--- src/rtl/alu_op_sequencer_pkg.sv ---
// rtl/alu_op_sequencer_pkg.sv - shared opcodes, operand sources, FSM states and latency classes
package alu_seq_pkg;

    localparam logic [3:0] OP_ADD  = 4'd0;
    localparam logic [3:0] OP_SUB  = 4'd1;
    localparam logic [3:0] OP_MULT = 4'd2;
    localparam logic [3:0] OP_DIV  = 4'd3;
    localparam logic [3:0] OP_AND  = 4'd4;
    localparam logic [3:0] OP_OR   = 4'd5;
    localparam logic [3:0] OP_XOR  = 4'd6;
    localparam logic [3:0] OP_NOT  = 4'd7;
    localparam logic [3:0] OP_NAND = 4'd8;
    localparam logic [3:0] OP_NOR  = 4'd9;
    localparam logic [3:0] OP_XNOR = 4'd10;
    localparam logic [3:0] OP_SHL  = 4'd11;
    localparam logic [3:0] OP_SHR  = 4'd12;
    localparam logic [3:0] OP_NOP  = 4'd13;
    localparam logic [3:0] OP_CLR  = 4'd14;
    localparam logic [3:0] OP_RSVD = 4'd15;

    localparam logic [1:0] BSRC_REQ  = 2'd0;
    localparam logic [1:0] BSRC_ACC  = 2'd1;
    localparam logic [1:0] BSRC_ZERO = 2'd2;
    localparam logic [1:0] BSRC_HOLD = 2'd3;

    localparam int DEF_WIDTH   = 16;
    localparam int DEF_MUL_LAT = 4;
    localparam int DEF_DIV_LAT = 16;

    typedef enum logic [1:0] {
        ST_IDLE = 2'd0,
        ST_EXEC = 2'd1,
        ST_RESP = 2'd2
    } state_t;

    typedef enum logic [1:0] {
        LAT_ONE = 2'd0,
        LAT_MUL = 2'd1,
        LAT_DIV = 2'd2
    } lat_class_t;

endpackage

--- src/rtl/alu_op_sequencer_if.sv ---
// rtl/alu_op_sequencer_if.sv - request, datapath and response signals of the sequencer
// Optional flag outputs exist only when ALU_SEQ_FLAGS_EN is defined.
interface alu_op_sequencer_if #(parameter int WIDTH = 16);
    logic               req_valid;
    logic               req_ready;
    logic [3:0]         req_op;
    logic [WIDTH-1:0]   req_a;
    logic               req_a_hold;
    logic [WIDTH-1:0]   req_b;
    logic [1:0]         req_bsrc;
    logic [WIDTH-1:0]   alu_a;
    logic [WIDTH-1:0]   alu_b;
    logic [15:0]        alu_sel;
    logic [2*WIDTH-1:0] alu_result;
    logic               rsp_valid;
    logic               rsp_ready;
    logic [WIDTH-1:0]   rsp_result;
    logic               rsp_err;
    logic [WIDTH-1:0]   acc;
    logic               busy;
`ifdef ALU_SEQ_FLAGS_EN
    logic               rsp_zero;
    logic               rsp_neg;
    logic               rsp_ovf;
`endif

    modport master (
        output req_valid, req_op, req_a, req_a_hold, req_b, req_bsrc, alu_result, rsp_ready,
        input  req_ready, alu_a, alu_b, alu_sel, rsp_valid, rsp_result, rsp_err, acc, busy
`ifdef ALU_SEQ_FLAGS_EN
        , input rsp_zero, rsp_neg, rsp_ovf
`endif
    );

    modport slave (
        input  req_valid, req_op, req_a, req_a_hold, req_b, req_bsrc, alu_result, rsp_ready,
        output req_ready, alu_a, alu_b, alu_sel, rsp_valid, rsp_result, rsp_err, acc, busy
`ifdef ALU_SEQ_FLAGS_EN
        , output rsp_zero, rsp_neg, rsp_ovf
`endif
    );

endinterface

--- src/rtl/alu_op_sequencer_decode.sv ---
// rtl/alu_op_sequencer_decode.sv - opcode to one-hot select, latency class and illegal flag
module alu_seq_decode
    import alu_seq_pkg::*;
(
    input  logic [3:0]  op_i,
    output logic [15:0] sel_o,
    output lat_class_t  lat_o,
    output logic        illegal_o
);

    always_comb begin
        sel_o     = '0;
        lat_o     = LAT_ONE;
        illegal_o = 1'b0;
        // NOP, CLR and RSVD never reach the datapath result mux
        if (op_i <= OP_SHR) begin
            sel_o = 16'd1 << op_i;
        end
        case (op_i)
            OP_MULT: lat_o     = LAT_MUL;
            OP_DIV:  lat_o     = LAT_DIV;
            OP_RSVD: illegal_o = 1'b1;
            default: ;
        endcase
    end

endmodule

--- src/rtl/alu_op_sequencer.sv ---
// rtl/alu_op_sequencer.sv - request/response sequencer for the ALU datapath
// Define ALU_SEQ_FLAGS_EN to add registered zero/negative/overflow response flags.
module alu_op_sequencer
    import alu_seq_pkg::*;
#(
    parameter int WIDTH   = DEF_WIDTH,
    parameter int MUL_LAT = DEF_MUL_LAT,
    parameter int DIV_LAT = DEF_DIV_LAT
) (
    input  logic             clk,
    input  logic             reset,
    alu_op_sequencer_if.slave bus
);

    localparam int MAX_LAT = (MUL_LAT > DIV_LAT) ? MUL_LAT : DIV_LAT;
    localparam int CW      = $clog2(MAX_LAT) + 1;

    state_t           state_q, state_d;
    logic [3:0]       op_q, op_d;
    logic [CW-1:0]    cnt_q, cnt_d;
    logic [WIDTH-1:0] alu_a_q, alu_a_d, alu_b_q, alu_b_d;
    logic [WIDTH-1:0] acc_q, acc_d, res_q, res_d;
    logic             err_q, err_d;

    logic [3:0]       dec_op;
    logic [15:0]      dec_sel;
    lat_class_t       dec_lat;
    logic             dec_illegal;
    logic             req_ready, div_zero, capture;
    logic [WIDTH-1:0] alu_lo;

    // In IDLE the decoder looks at the incoming opcode to load the latency; otherwise at the latched op
    assign dec_op = (state_q == ST_IDLE) ? bus.req_op : op_q;

    alu_seq_decode u_decode (
        .op_i      (dec_op),
        .sel_o     (dec_sel),
        .lat_o     (dec_lat),
        .illegal_o (dec_illegal)
    );

    assign req_ready = reset && (state_q == ST_IDLE);
    assign div_zero  = (op_q == OP_DIV) && (alu_b_q == '0);
    assign alu_lo    = bus.alu_result[WIDTH-1:0];

    always_comb begin
        state_d = state_q;
        op_d    = op_q;
        cnt_d   = cnt_q;
        alu_a_d = alu_a_q;
        alu_b_d = alu_b_q;
        acc_d   = acc_q;
        res_d   = res_q;
        err_d   = err_q;
        capture = 1'b0;
        case (state_q)
            ST_IDLE: begin
                if (bus.req_valid && req_ready) begin
                    alu_a_d = bus.req_a_hold ? alu_a_q : bus.req_a;
                    case (bus.req_bsrc)
                        BSRC_REQ:  alu_b_d = bus.req_b;
                        BSRC_ACC:  alu_b_d = acc_q;
                        BSRC_ZERO: alu_b_d = '0;
                        default:   alu_b_d = alu_b_q;
                    endcase
                    op_d = bus.req_op;
                    case (dec_lat)
                        LAT_MUL: cnt_d = CW'(MUL_LAT - 1);
                        LAT_DIV: cnt_d = CW'(DIV_LAT - 1);
                        default: cnt_d = '0;
                    endcase
                    state_d = ST_EXEC;
                end
            end
            ST_EXEC: begin
                cnt_d = cnt_q - 1'b1;
                // Divide-by-zero short-circuits the full divider latency
                if (cnt_q == '0 || div_zero) begin
                    capture = 1'b1;
                    cnt_d   = '0;
                    state_d = ST_RESP;
                    err_d   = 1'b0;
                    if (dec_illegal || div_zero) begin
                        res_d = '0;
                        err_d = 1'b1;
                    end else if (op_q == OP_NOP) begin
                        res_d = acc_q;
                    end else if (op_q == OP_CLR) begin
                        res_d = '0;
                        acc_d = '0;
                    end else begin
                        res_d = alu_lo;
                        acc_d = alu_lo;
                    end
                end
            end
            ST_RESP: begin
                if (bus.rsp_ready) begin
                    state_d = ST_IDLE;
                end
            end
            default: state_d = ST_IDLE;
        endcase
    end

    always_ff @(posedge clk or negedge reset) begin
        if (!reset) begin
            state_q <= ST_IDLE;
            op_q    <= '0;
            cnt_q   <= '0;
            alu_a_q <= '0;
            alu_b_q <= '0;
            acc_q   <= '0;
            res_q   <= '0;
            err_q   <= 1'b0;
        end else begin
            state_q <= state_d;
            op_q    <= op_d;
            cnt_q   <= cnt_d;
            alu_a_q <= alu_a_d;
            alu_b_q <= alu_b_d;
            acc_q   <= acc_d;
            res_q   <= res_d;
            err_q   <= err_d;
        end
    end

`ifdef ALU_SEQ_FLAGS_EN
    logic [2:0] flags_q, flags_d;
    logic       ovf;

    assign ovf = ((op_q == OP_MULT) && (bus.alu_result[2*WIDTH-1:WIDTH] != '0)) ||
                 ((op_q == OP_ADD) && bus.alu_result[WIDTH]);

    always_comb begin
        flags_d = flags_q;
        if (capture) begin
            flags_d = {(res_d == '0), res_d[WIDTH-1], ovf};
        end
    end

    always_ff @(posedge clk or negedge reset) begin
        if (!reset) begin
            flags_q <= '0;
        end else begin
            flags_q <= flags_d;
        end
    end

    assign bus.rsp_zero = flags_q[2];
    assign bus.rsp_neg  = flags_q[1];
    assign bus.rsp_ovf  = flags_q[0];
`else
    logic unused_hi;
    assign unused_hi = ^{bus.alu_result[2*WIDTH-1:WIDTH], capture};
`endif

    assign bus.req_ready  = req_ready;
    assign bus.alu_a      = alu_a_q;
    assign bus.alu_b      = alu_b_q;
    assign bus.alu_sel    = (state_q == ST_EXEC) ? dec_sel : 16'd0;
    assign bus.rsp_valid  = (state_q == ST_RESP);
    assign bus.rsp_result = res_q;
    assign bus.rsp_err    = err_q;
    assign bus.acc        = acc_q;
    assign bus.busy       = (state_q != ST_IDLE);

endmodule

--- src/flat_wrapper.sv ---
// flat-port wrapper written by rule: the top's interface ports become plain ports
module alu_op_sequencer_flat import alu_seq_pkg::*;
#(
    parameter int WIDTH   = DEF_WIDTH,
    parameter int MUL_LAT = DEF_MUL_LAT,
    parameter int DIV_LAT = DEF_DIV_LAT
)
  (clk, reset, bus_req_valid, bus_req_op, bus_req_a, bus_req_a_hold, bus_req_b, bus_req_bsrc, bus_alu_result, bus_rsp_ready, bus_req_ready, bus_alu_a, bus_alu_b, bus_alu_sel, bus_rsp_valid, bus_rsp_result, bus_rsp_err, bus_acc, bus_busy);
  alu_op_sequencer_if #(.WIDTH(WIDTH)) bus_i ();
  input  logic clk;
  input  logic reset;
  input wire logic [$bits(bus_i.req_valid)-1:0] bus_req_valid;
  input wire logic [$bits(bus_i.req_op)-1:0] bus_req_op;
  input wire logic [$bits(bus_i.req_a)-1:0] bus_req_a;
  input wire logic [$bits(bus_i.req_a_hold)-1:0] bus_req_a_hold;
  input wire logic [$bits(bus_i.req_b)-1:0] bus_req_b;
  input wire logic [$bits(bus_i.req_bsrc)-1:0] bus_req_bsrc;
  input wire logic [$bits(bus_i.alu_result)-1:0] bus_alu_result;
  input wire logic [$bits(bus_i.rsp_ready)-1:0] bus_rsp_ready;
  output wire logic [$bits(bus_i.req_ready)-1:0] bus_req_ready;
  output wire logic [$bits(bus_i.alu_a)-1:0] bus_alu_a;
  output wire logic [$bits(bus_i.alu_b)-1:0] bus_alu_b;
  output wire logic [$bits(bus_i.alu_sel)-1:0] bus_alu_sel;
  output wire logic [$bits(bus_i.rsp_valid)-1:0] bus_rsp_valid;
  output wire logic [$bits(bus_i.rsp_result)-1:0] bus_rsp_result;
  output wire logic [$bits(bus_i.rsp_err)-1:0] bus_rsp_err;
  output wire logic [$bits(bus_i.acc)-1:0] bus_acc;
  output wire logic [$bits(bus_i.busy)-1:0] bus_busy;
  assign bus_i.req_valid = bus_req_valid;
  assign bus_i.req_op = bus_req_op;
  assign bus_i.req_a = bus_req_a;
  assign bus_i.req_a_hold = bus_req_a_hold;
  assign bus_i.req_b = bus_req_b;
  assign bus_i.req_bsrc = bus_req_bsrc;
  assign bus_i.alu_result = bus_alu_result;
  assign bus_i.rsp_ready = bus_rsp_ready;
  assign bus_req_ready = bus_i.req_ready;
  assign bus_alu_a = bus_i.alu_a;
  assign bus_alu_b = bus_i.alu_b;
  assign bus_alu_sel = bus_i.alu_sel;
  assign bus_rsp_valid = bus_i.rsp_valid;
  assign bus_rsp_result = bus_i.rsp_result;
  assign bus_rsp_err = bus_i.rsp_err;
  assign bus_acc = bus_i.acc;
  assign bus_busy = bus_i.busy;
  alu_op_sequencer #(.WIDTH(WIDTH), .MUL_LAT(MUL_LAT), .DIV_LAT(DIV_LAT)) u_core (.clk(clk), .reset(reset), .bus(bus_i));
endmodule
--- config.mk ---
export PLATFORM = sky130hd
export DESIGN_NAME = alu_op_sequencer_flat
export DESIGN_NICKNAME = d
export VERILOG_FILES = /design/src/rtl/alu_op_sequencer_pkg.sv /design/src/rtl/alu_op_sequencer_if.sv /design/src/rtl/alu_op_sequencer_decode.sv /design/src/rtl/alu_op_sequencer.sv /design/src/flat_wrapper.sv
export SDC_FILE = /design/constraint.sdc
export NUM_CORES = 1
export LEC_CHECK = 0
export BUFFER_PORTS_ARGS = -buffer_cell sky130_fd_sc_hd__buf_2
export CORE_MARGIN = 3
export CORE_UTILIZATION = 42
export CTS_CLUSTER_SIZE = 24
export DETAILED_ROUTE_END_ITERATION = 8
export GPL_ROUTABILITY_DRIVEN = 0
export PLACE_DENSITY_LB_ADDON = 0.08
export SLEW_MARGIN = 20
export SYNTH_ARGS = -nofsm -noshare
export SYNTH_HDL_FRONTEND = slang
export SYNTH_SLANG_ARGS = --single-unit
--- constraint.sdc ---
create_clock -name clk -period 2.4 [get_ports clk]
set_clock_uncertainty 0.05 [all_clocks]
set_input_delay 0.36 -clock clk [delete_from_list [all_inputs] [get_ports clk]]
set_output_delay 0.36 -clock clk [all_outputs]
set_load 0.01 [all_outputs]
==> results.yml, run 1 <==
outcome:
  outcome: "completed"
clock_network:
  clkLatencyLatePin_ns: 0.35
  cts_tree: "done"
  clockRootBuffer: "clkbuf_8"
  cts.sinks: 76
  path_clk_slew_ns: 0.09
  cts_hold_buf: 0
  cts_setup_buffers: 0
  cts_buffer_depth: 2
  numCtsBuffers: 9
  cts.htree.levels: 3
power_and_ir_drop:
  p_int_w: 0.00337
  p_comb_frac: 0.432
  power.density_mw_per_mm2: 1240
  p_switching_w: 0.00236
  switching_share: 0.411
  vdd_drop_max_v: 0.000485
  leakagePower_nw: 2.47
  p_clk_frac: 0.159
  p_seq_frac: 0.409
timing:
  max_freq_mhz: 452
  hold_viol: 0
  setup_viol: 0
  finalSetupTns_ns: 0
  fin_crit_ns: 2.21
  max_slew_margin: 0.364
  rsz0062_at_grt: "no"
  tightest_slew_ns: 0.955
  post-route-period-util: 0.922
  maxSlewViolCount: 0
grt:
  grt-ovfl-total: 0
  grt_pass1_vias: 3061
  grt_max_degree: 77
  antenna_found_initial: 1
  grt_usage: 0.199
  grt_pass1_wl_microns: 15600
cells_and_area:
  final_cell_mix: "buf_2, nand2_1, dfrtp_1, nor2_1, o21ai_0"
  multi_input_comb_area_sq_mm: 0.00153
  fin_cells: 638
  fillCellCount: 822
  nNetsFinal: 607
  regArea_sq_mm: 0.00190
  areaGrowthSynthToFinish_pct: 26.8
  final_common_cell: "buf_2"
  final_layout_size_suffix_gt1_frac: 0.375
  diodes: 0
run:
  drv_cap: 0
worst_setup_path:
  path_cells: "buf_4 > o211a_1 > nor2_1 > buf_4 > nor2_1 > buf_2"
  critPathKind: "reg -> out"
  worstSetupEndpointType: "primary output"
  critPathLaunchType: "flop"
  arrival_ns: 1.80
  crit_fanout: 7
  critical_path.top_delay_family: "buffers and inverters"
  cpMaxStageDelayCell: "dfrtp_1"
  critPathBufInv: 3
  cp_slowest_stage_delay_ns: 0.40
  critPathRequiredTime_ns: 1.99
drt:
  ant_nets: 0
  vias: 3250
  avgViaCountPerCell: 5.09
  wirelength_microns: 9590
  avgRoutedWirePerCell_microns: 15.0
  drc: 0
  dr.pass1.iters: 4
  drt_iter0_drc: 86
place:
  dp.cells: 622
  io_buffers: 139
  dp_hpwl_microns: 7060
floorplanning:
  dieHeight_microns: 99.2
  coreArea_sq_mm: 0.00834
  pin_count: 159
  rows: 33
  fp.dieArea_sq_mm: 0.00984
  die_w_microns: 99.2
  initial_utilization: 0.438
synth:
  synth_area_sq_mm: 0.00365
  avgSynthCellArea_sq_um: 9.46
  synth_enable_flop_cells: 0
  yosys_register_bits: 76
  syn_inst: 386
  yosysWarnings: 0
  yosysSeqAreaShare: 0.521
  synthArstFlopShare: 1.00
  synth_top_flop_cell: "dfrtp_1"
  yosys.cell_types.count: 45
hold_path:
  hold_class: "in -> reg"
final cells by class:
type / count / area share
Tap cell: 105 / 0.0284
Timing Repair Buffer: 152 / 0.172
Clock inverter: 6 / 0.0103
Sequential cell: 76 / 0.411
Clock buffer: 10 / 0.0297
Inverter: 22 / 0.0178
Multi-Input combinational cell: 267 / 0.331
cells by family (layout without fill, tap and decap cells):
| family | count (synthesis) | in the layout | synth area share |
|---|---|---|---|
| DFF | 76 | 76 | 0.521 |
| AOI/OAI and AO/OA | 87 | 87 | 0.152 |
| xor gates and xnor gates | 1 | 1 | 0.00240 |
| muxes | 20 | 20 | 0.0617 |
| adders and majority gates | 4 | 4 | 0.0137 |
| other | 1 | 3 | 0.00103 |
| buffers and inverters | 45 | 190 | 0.0624 |
| and+or+nand+nor | 152 | 152 | 0.186 |
per-stage QoR:
| step | cell area, sq um | hold WS, ns | power (W) | util | worst slack (ns) |
|---|---|---|---|---|---|
| final | 4630 | 0.189 | 0.00573 | 0.555 | 0.188 |
| after global routing | 4630 | 0.162 | 0.00620 | 0.555 | 0.0239 |
| after CTS | 4630 | 0.172 | 0.00579 | 0.555 | 0.146 |
| after detailed placement | 4440 | 0.439 | 0.00486 | 0.533 | 0.192 |
| after global placement | 4440 | 0.431 | 0.00479 | 0.532 | 0.200 |
| after floorplan | 3660 | 0.0144 | 0.00382 | - | 0.390 |
flip-flops by register name, indices dropped and copies added (netlist names):
signal / cells
u_core.bus.alu_b: 16
u_core.bus.rsp_err: 1
u_core.cnt_q: 5
u_core.bus.acc: 16
u_core.bus.rsp_result: 16
u_core.state_q: 2
u_core.bus.alu_a: 16
u_core.op_q: 4
power by group through the flow:
stage / logic, W / clock network, W / registers (W)
after global placement: 0.00245 / 0 / 0.00234
final: 0.00248 / 0.000912 / 0.00234
after floorplan: 0.00131 / 0 / 0.00251
after detailed placement: 0.00250 / 0 / 0.00237
after CTS: 0.00251 / 0.000934 / 0.00234
after global routing: 0.00277 / 0.000998 / 0.00243
synth_stat cells (3+ instances only):
master / instances / share of area
nand2_1: 85 / 0.087
dfrtp_1: 76 / 0.52
nor2_1: 34 / 0.035
o21ai_0: 30 / 0.041
a21oi_1: 24 / 0.033
inv_1: 22 / 0.023
mux2_2: 20 / 0.062
a22o_1: 16 / 0.038
clkbuf_1: 8 / 0.0082
buf_2: 6 / 0.0082
buf_4: 5 / 0.010
nor3_1: 5 / 0.0069
nor4_1: 5 / 0.0086
o22ai_1: 5 / 0.0086
ha_1: 4 / 0.014
o21ai_1: 4 / 0.0055
o211a_1: 3 / 0.0082
metal layers:
layer / share of wire / up-vias / global-route usage
met5: 0.0014 / - / 0
met4: 0.0073 / 2 / 0.0693
met3: 0.075 / 6 / 0.0491
met2: 0.43 / 113 / 0.292
met1: 0.48 / 1531 / 0.287
li1: - / 1598 / -
path summary, 6_finish.rpt:
path	from	to	slack [ns]	cells after the start
setup / recovery	u_core.state_q[1]	bus_alu_sel[3]	0.19	6
hold / removal	bus_req_a[7]	u_core.bus.alu_a[7]	0.19	2
setup reg to reg	u_core.bus.alu_b[6]	u_core.bus.acc[15]	0.20	5
hold reg to reg	u_core.bus.rsp_err	u_core.bus.rsp_err	0.45	2
max in group asynchronous	reset	u_core.bus.rsp_result[15]	1.47	2
min in group asynchronous	reset	u_core.op_q[0]	0.22	2
timing repair:
item,4_1_cts,5_1_grt
setup endpoints to repair,0,1
resized for setup,0,1
hold endpoints to repair,0,0
No activity file was read; power rests on OpenSTA's default activity.
==> run 2, diff against run 1 <==
Settings changed: CORE_UTILIZATION 42 to 45.
==> results.yml, run 2 (synthesized netlist as in run 1, its figures left out) <==
cells_and_area:
  nNetsFinal: 603
  fillCellCount: 714
  areaGrowthSynthToFinish_pct: 26.0
  final_layout_size_suffix_gt1_frac: 0.367
  final_cell_mix: "buf_2, nand2_1, dfrtp_1, nor2_1, o21ai_0"
  final_common_cell: "buf_2"
  diodes: 0
  fin_cells: 631
  multi_input_comb_area_sq_mm: 0.00153
  regArea_sq_mm: 0.00190
run:
  drv_cap: 0
clock_network:
  clkLatencyLatePin_ns: 0.35
  cts.sinks: 76
  cts.htree.levels: 3
  path_clk_slew_ns: 0.08
  cts_tree: "done"
  cts_setup_buffers: 0
  numCtsBuffers: 9
  clockRootBuffer: "clkbuf_8"
  cts_buffer_depth: 2
worst_setup_path:
  critPathLaunchType: "flop"
  worstReg2RegStart: "u_core.bus.alu_b[6]"
  path_cells: "nor4_1 > nand4_1 > o211ai_2 > nand2_1 > nand2_1"
  r2r_end: "u_core.bus.acc[9]"
  reg2reg_depth: 5
  arrival_ns: 2.43
  cpMaxStageDelayCell: "o211ai_2"
  crit_fanout: 16
  endpoint: "u_core.bus.acc[9]"
  cp_common_cell: "nand2_1"
  critPathKind: "reg -> reg"
  worst-r2r-setup-slack_ns: 0.20
  critPathRequiredTime_ns: 2.64
  worstSetupEndpointType: "flop"
  cp_slowest_stage_delay_ns: 0.74
  crit_path_start: "u_core.bus.alu_b[6]"
drt:
  dr.pass1.iters: 4
  drc: 0
  vias: 3207
  ant_nets: 0
  avgRoutedWirePerCell_microns: 14.7
  drt_iter0_drc: 132
  wirelength_microns: 9250
  avgViaCountPerCell: 5.08
timing:
  hold-worst-slack_ns: 0.188
  fin_crit_ns: 2.20
  setup_viol: 0
  post-route-period-util: 0.915
  setup_ws_ns: 0.204
  maxSlewViolCount: 0
  finalSetupTns_ns: 0
  max_slew_margin: 0.361
  hold_viol: 0
  tightest_slew_ns: 0.958
  max_freq_mhz: 455
  rsz0062_at_grt: "no"
floorplanning:
  dieHeight_microns: 96.1
  pin_count: 159
  coreArea_sq_mm: 0.00781
  die_w_microns: 96.1
  fp.dieArea_sq_mm: 0.00923
  initial_utilization: 0.467
  rows: 32
grt:
  grt_pass1_vias: 2870
  antenna_found_initial: 0
  grt-ovfl-total: 0
  grt_pass1_wl_microns: 14300
  grt_usage: 0.204
  grt_max_degree: 77
power_and_ir_drop:
  vdd_drop_max_v: 0.000542
  power.total_w: 0.00572
  leakagePower_nw: 2.46
  power.density_mw_per_mm2: 1240
place:
  io_buffers: 139
  dp_hpwl_microns: 6750
  post-place-ws_ns: 0.205
  dp.cells: 615
hold_path:
  hold_class: "in -> reg"
outcome:
  outcome: "completed"
-- run 2: cell count changes in the layout (fill, tap and decap cells not counted), sizes merged --
cell | previous run | this run
clkinvlp | 1 | 0
bufinv | 0 | 1
buf | 152 | 148
-- run 2: where the power goes --
| part | leakage (nW) | internal [W] | total [W] | switching, W |
|---|---|---|---|---|
| Sequential | 0.957 | 0.00187 | 0.00238 | 0.000512 |
| Clock | 0.100 | 0.000481 | 0.000959 | 0.000477 |
| Combinational | 1.41 | 0.00106 | 0.00238 | 0.00132 |
| Total | 2.46 | 0.00341 | 0.00572 | 0.00231 |
-- run 2: area by class of cell --
cell class | count | share of cell area
flip-flops and latches | 76 | 0.414
multi-input cells | 267 | 0.333
repair buffers | 148 | 0.167
clock buffers | 10 | 0.0278
well taps | 102 | 0.0278
inverters | 22 | 0.0180
clock inverters | 6 | 0.0136
-- run 2: worst min path at each step --
stage	startpoint	endpoint	slack, ns	cells past startpoint
final	bus_req_a[13]	u_core.bus.alu_a[13]	0.19	2
after global routing	bus_req_a[13]	u_core.bus.alu_a[13]	0.18	2
after CTS	bus_req_a[13]	u_core.bus.alu_a[13]	0.17	2
after detailed placement	u_core.bus.alu_a[9]	u_core.bus.alu_a[9]	0.44	1
after global placement	u_core.bus.rsp_err	u_core.bus.rsp_err	0.43	2
after floorplan	reset	u_core.bus.acc[0]	0.01	0
-- run 2: layer usage --
layer,vias up,GRT usage,part of all wire
met5,-,0,0
met4,0,0.0711,0.017
met3,12,0.0477,0.081
met2,113,0.300,0.44
met1,1501,0.295,0.46
li1,1581,-,-
-- run 2: critical path, delay by kind of cell, from the launching register on --
kind | cells | cell delay, ns
DFF | 1 | 0.41
and+or+nand+nor | 4 | 0.95
AOI/OAI and AO/OA | 1 | 0.74
-- run 2: what timing repair did --
action	in CTS	in global routing
resized for setup	0	1
hold buffers	0	0
setup endpoints to repair	0	1
-- run 2: stage by stage --
step	instance area, sq um	util
after floorplan	3660	-
after global placement	4410	0.564
after detailed placement	4410	0.564
after CTS	4600	0.589
after global routing	4600	0.589
final	4600	0.589
